--- src/rtl/seven_segment_scanner.sv ---
// seven_segment_scanner: multiplexed 4-digit hex display scanner with frame-synchronous updates.
// Define SEVEN_SEGMENT_SCANNER_LZB_EN to enable leading-zero blanking of digits 3..1.
module seven_segment_scanner #(
  parameter int DIVIDER = 1024,
  parameter int BLANK = 16
) (
  input  logic        clk,
  input  logic        rst_x,
  input  logic        i_we,
  input  logic [15:0] i_data,
  output logic [3:0]  o_data,
  output logic [3:0]  o_digit,
  output logic        o_frame
);
  logic [15:0] cnt, cnt_n, disp, disp_n, pend;
  logic [1:0] dig, dig_n;
  logic pv, last, wrap, dark;
  // Outputs are registered from next-state values so they line up with cnt/dig/disp.
  always_comb begin
    last = cnt == 16'(DIVIDER - 1);
    wrap = last && dig == 2'd3;
    cnt_n = last ? 16'd0 : cnt + 16'd1;
    dig_n = last ? dig + 2'd1 : dig;
    disp_n = wrap ? (i_we ? i_data : pv ? pend : disp) : disp;
`ifdef SEVEN_SEGMENT_SCANNER_LZB_EN
    dark = dig_n == 2'd3 ? disp_n[15:12] == 4'd0 :
           dig_n == 2'd2 ? disp_n[15:8] == 8'd0 :
           dig_n == 2'd1 ? disp_n[15:4] == 12'd0 : 1'b0;
`else
    dark = 1'b0;
`endif
  end
  always_ff @(posedge clk or negedge rst_x) begin
    if (!rst_x) begin
      cnt <= '0;
      dig <= '0;
      disp <= '0;
      pend <= '0;
      pv <= 1'b0;
      o_digit <= 4'hf;
      o_data <= 4'h0;
      o_frame <= 1'b0;
    end else begin
      cnt <= cnt_n;
      dig <= dig_n;
      disp <= disp_n;
      if (i_we) pend <= i_data;
      pv <= !wrap && (pv || i_we);
      o_digit <= (cnt_n < 16'(BLANK) || dark) ? 4'hf : ~(4'b0001 << dig_n);
      o_data <= disp_n[4*dig_n +: 4];
      o_frame <= wrap;
    end
  end
endmodule

--- config.mk ---
export PLATFORM = sky130hd
export DESIGN_NAME = seven_segment_scanner
export DESIGN_NICKNAME = d
export VERILOG_FILES = /design/src/rtl/seven_segment_scanner.sv
export SDC_FILE = /design/constraint.sdc
export NUM_CORES = 1
export LEC_CHECK = 0
export CORE_MARGIN = 8
export CORE_UTILIZATION = 45
export CTS_CLUSTER_DIAMETER = 60
export DETAILED_ROUTE_END_ITERATION = 12
export PLACE_DENSITY = 0.75
export RECOVER_POWER = 100
export SLEW_MARGIN = 10
export SYNTH_ARGS = -nofsm -noshare
export SYNTH_HDL_FRONTEND = slang
export SYNTH_SLANG_ARGS = --single-unit
--- constraint.sdc ---
create_clock -name clk -period 3 [get_ports clk]
set_input_delay 0.3 -clock clk [delete_from_list [all_inputs] [get_ports clk]]
set_output_delay 0.3 -clock clk [all_outputs]
set_load 0.1 [all_outputs]
; ---- Yosys cells after proc, flatten, opt, wreduce, memory -nomap -nowiden
; Cells that the tools add are included.
[totals]
reg_bits = 60
in_bits = 19
output_inout_bits = 9
word_cells = 26
[classes]
n_addsub = 2
magnitude_cmp = 1
eq_ne = 2
shifts = 2
muxes = 6
bitwise_logic = 1
reduce_logical = 4
[op_table]
columns = cell, n
row1 = 2-to-1 mux 16 bit, 4
row2 = adder 16 x 1 -> 16 bit (second input constant), 1
row3 = == test 16 x 10 -> 1 bit (second input constant), 1
row4 = less-than comparator 16 x 5 -> 1 bit (second input constant), 1
row5 = variable part select 16 x 5 -> 4 bit, 1
row6 = 2-to-1 mux 4 bit, 1
row7 = inverter 4 bit, 1
row8 = << shifter 1 x 2 -> 4 bit (first input constant), 1
row9 = adder 2 x 1 -> 2 bit (second input constant), 1
row10 = == test 2 bit (second input constant), 1
row11 = logical AND 1 bit, 2
row12 = 2-to-1 mux 2 bit, 1
row13 = zero test 1 bit, 1
row14 = logical OR 1 bit, 1

; ---- Depth between registers and ports, before layout
[depth]
depth_word = 5
ltp_mapped = 9

; ---- Least setup slack after synthesis
; OpenSTA, ideal clock, no wires.
[synth_path]
path_kind = reg-to-reg
startpoint = register cnt[11]
endpoint = register o_data[1]
setup_ns = 0.124
arrival_ns = 2.248
required_time_ns = 2.876
slack_ns = 0.628
path_stages_with_launch = 9
path_buffers = 2
synth_period_minus_slack_ns = 2.372
path_cell_list = dfrtp_1 -> or4_4 -> nor4_4 -> and2b_1 -> buf_6 -> buf_12 -> mux2_4 -> a22oi_1 -> nand2_1
[synth_via]
elab_chain_len = 4
[synth_lines]
columns = item, line_no
row1 = from (decl), 15  ; logic [15:0] cnt, cnt_n, disp, disp_n, pend;
row2 = from (signal assigned), 44  ; cnt <= cnt_n;
row3 = == test 16 x 10 -> 1 bit, 20  ; last = cnt == 16'(DIVIDER - 1);
row4 = logical AND 1 bit, 21  ; wrap = last && dig == 2'd3;
row5 = named net wrap, 17  ; logic pv, last, wrap, dark;
row6 = 2-to-1 mux 16 bit, 24  ; disp_n = wrap ? (i_we ? i_data : pv ? pend : disp) : disp;
row7 = named net disp_n[9], 15
row8 = variable part select 16 x 5 -> 4 bit, 50  ; o_data <= disp_n[4*dig_n +: 4];
row9 = to (signal assigned), 50
row10 = to (decl), 11  ; output logic [3:0] o_data,
; The timed path passes the listed nets, and every way through them passes these cells.
; A chain may end at the register's enable or synchronous reset.

; ---- Worst setup path in the final report
[layout_path]
startpoint = register cnt[11]
endpoint = register o_data[3]
[layout_rtl]
columns = item, line_no
row1 = == test 16 x 10 -> 1 bit, 20
row2 = 2-to-1 mux 2 bit, 23  ; dig_n = last ? dig + 2'd1 : dig;
row3 = named net dig_n[1], 16  ; logic [1:0] dig, dig_n;
row4 = variable part select 16 x 5 -> 4 bit, 50
; The timed path passes the listed nets, and every way through them passes these cells.

==> metrics.txt <==
FF+latch count, synth 60; simple-gate area share of the yosys netlist 13.9%; fraction of registers with async set/reset 100%; die area 8630 µm²; CP bufs+invs 1; CP startpoint kind register; Antenna Nets Post-Route 0; Final Cycle Share 88.5%; Worst VDD drop 0.255 mV; min setup slack post-route 0.345 ns; cts repair resizes 0; HP Class reg2reg; TritonCTS clock tree done; Layout Nets 261; Final setup viols 0; Worst-path clk slew 0.06 ns; synth top area cells dfrtp_1 53%, mux2_2 8.9%, mux2_4 5.1%, dfstp_2 3.9%, xnor2_1 2.6%; via/cell ratio 5.39; critical path depth 7; reg2reg end o_data[3]; number of flops mapped to enable cells by yosys 0; initial antenna violation count 0; Diodes inserted 0; failing checks max-capacitance violations, max-slew violations; reg2reg path depth 7; Yosys Warn Count 0; R2R Path Start cnt[11]; Place WS 0.392 ns; reg2reg setup slack 0.34 ns; Unique masters post-synth 41; compound-cell area share of the yosys netlist 4.75%; hold_buf cts 0; HPWL Detailed 3580 µm; via count 1726; Final Wtd Congestion 0.792; post-synth top area share 52.6%; wire per inst 15.9 µm; RSZ-0062 raised after global routing no; Core Region 5820 µm²; area delta synth->final 18.4%; Synth area leader dfrtp_1; TritonRoute pass-1 iters 4; Die X 92.9 µm; fin crit period 2.66 ns; hold depth 1; worst-margin pin slew 2.30 ns; Final Hold Vio Count 0; most common cell in the netlist dfrtp_1; Worst Path Required 3.26 ns; synthesized area per cell 12.8 µm²; CTS buffer count 9; Synth Area in Adders 0.940%; row count 28; die height 92.9 µm; cells along the critical path or4_4, nor4_4, mux2i_1, inv_2, nor2_1, a22oi_1, nand2_1; Worst Path Arrival 2.92 ns; final setup TNS 0 ns; Max Cap Violations 1; commonest register cell after synthesis dfrtp_1; PD cells 570 nW/µm²; postcts setup bufs 0; Slew Viols, Final 46; Post-Route WL 5090 µm; IO Port Bufs 27; Crit. Startpoint cnt[11]; Post-Route Utilization 54.2%; clock latency on the worst-skew pair 0.33 ns; Seq/Total Area, Yosys 56.6%; Post-synth top cells 56 x dfrtp_1, 21 x mux2_2, 13 x nor2_1, 12 x nand2_1, 9 x mux2_4; first-pass GRT wire length 8740 µm; critical path class reg2reg; Total GRT Usage 13.1%; I/O pins 28; Syn Inst Count 208; total chip power 1.80 mW; Net Count, Synth 229; CTS Buffer Depth 2; htree depth 3; synthesized cell area 2660 µm²; Largest stage delay, worst path 0.59 ns; worst setup path end o_data[3]; max_slew headroom -53.6%; Pleak 1.44 nW; combinational family with the most area after synthesis multiplexers; post-placement cell count 304; maximum number of pins on one net before global-route repair 46; clock root buffer clkbuf_8; Layout Cells excl Fill 320; Largest delay share family, worst path simple AND/OR/NAND/NOR gates; clk sinks 60; clk_skew 0.00750 ns; XOR/XNOR share of the synthesized area 5.26%; initial DRC count 108; fmax 377 MHz; Initial Util 45.8%; mux contribution to synthesized area 15.6%; GR Overflow Total 0; layout cells sized above 1 15.1%; status finished with violations; post-route DRC violation count 0; hold path start pend[0]; slowest stage cell, crit path or4_4; Critical Path End Type register; CP Max Fanout 8; vias in the first global route 1829
==> worst reg2reg max path, cell delays in order, from the launching register on <==
cell and delay [ns]:
dfrtp_1 0.46, or4_4 0.59, nor4_4 0.36, mux2i_1 0.39, inv_2 0.10, nor2_1 0.41
a22oi_1 0.18, nand2_1 0.10
==> cells by family after synthesis <==
| logic type | after synthesis |
|---|---|
| muxes | 34 |
| AOI/OAI and AO/OA | 17 |
| adders and majority gates | 2 |
| and+or+nand+nor | 64 |
| xor gates and xnor gates | 16 |
| DFF | 60 |
| buffers and inverters | 15 |
==> routing by layer <==
layer | global-route usage, % | share of wire [%] | vias up
li1 | - | - | 800
met2 | 20.8 | 50 | 46
met4 | 6.85 | 2.1 | 0
met1 | 15.5 | 43 | 870
met3 | 4.13 | 5.3 | 10
met5 | 0 | 0 | -
==> where the power goes <==
part           switching (mW)  internal [mW]
Combinational          0.0353         0.0371
Sequential            0.00517          0.831
Clock                   0.293          0.596
==> cell type report <==
cell class | instances | area (µm²)
fill | 508 | 2660
sequential | 60 | 1510
multi-input combinational | 133 | 1030
timing repair buffer | 31 | 246
clock buffer | 12 | 155
clock inverter | 4 | 95.1
tap | 75 | 93.8
inverter | 5 | 20.0
==> registers in the layout, indices dropped and copies added, names as in the netlist <==
signal / cells
cnt: 16
disp: 16
pend: 16
o_data: 4
o_digit: 4
dig: 2
o_frame: 1
pv: 1
==> cell usage in the layout, fill, tap and decap left out, types with 4 or more instances in the layout <==
master,count
dfrtp_1,56
dfstp_2,4
nor3_1,7
nand3_1,8
nor4_1,4
nand4_1,5
xnor2_1,8
clkbuf_8,11
clkdlybuf4s50_1,16
nor2_1,13
clkbuf_1,10
nand2_1,12
mux2_2,7
mux2_1,25
a22oi_1,8
dlygate4sd3_1,4
xor2_1,8
==> per-stage QoR <==
step	hold WS [ns]	instance area, µm²
floorplan	0.00441	2660
CTS	0.141	3230
finish	0.481	3150
detailed placement	0.480	2980
global placement	0.466	2980
global route	0.506	3150
==> worst min-delay path by stage <==
stage	end	slack (ns)
finish	pend[0]	0.48
global route	disp[5]	0.51
CTS	pend[12]	0.14
detailed placement	disp[7]	0.48
global placement	cnt[0]	0.47
floorplan	cnt[0]	0.004
Power figures use the tool's default switching activity.
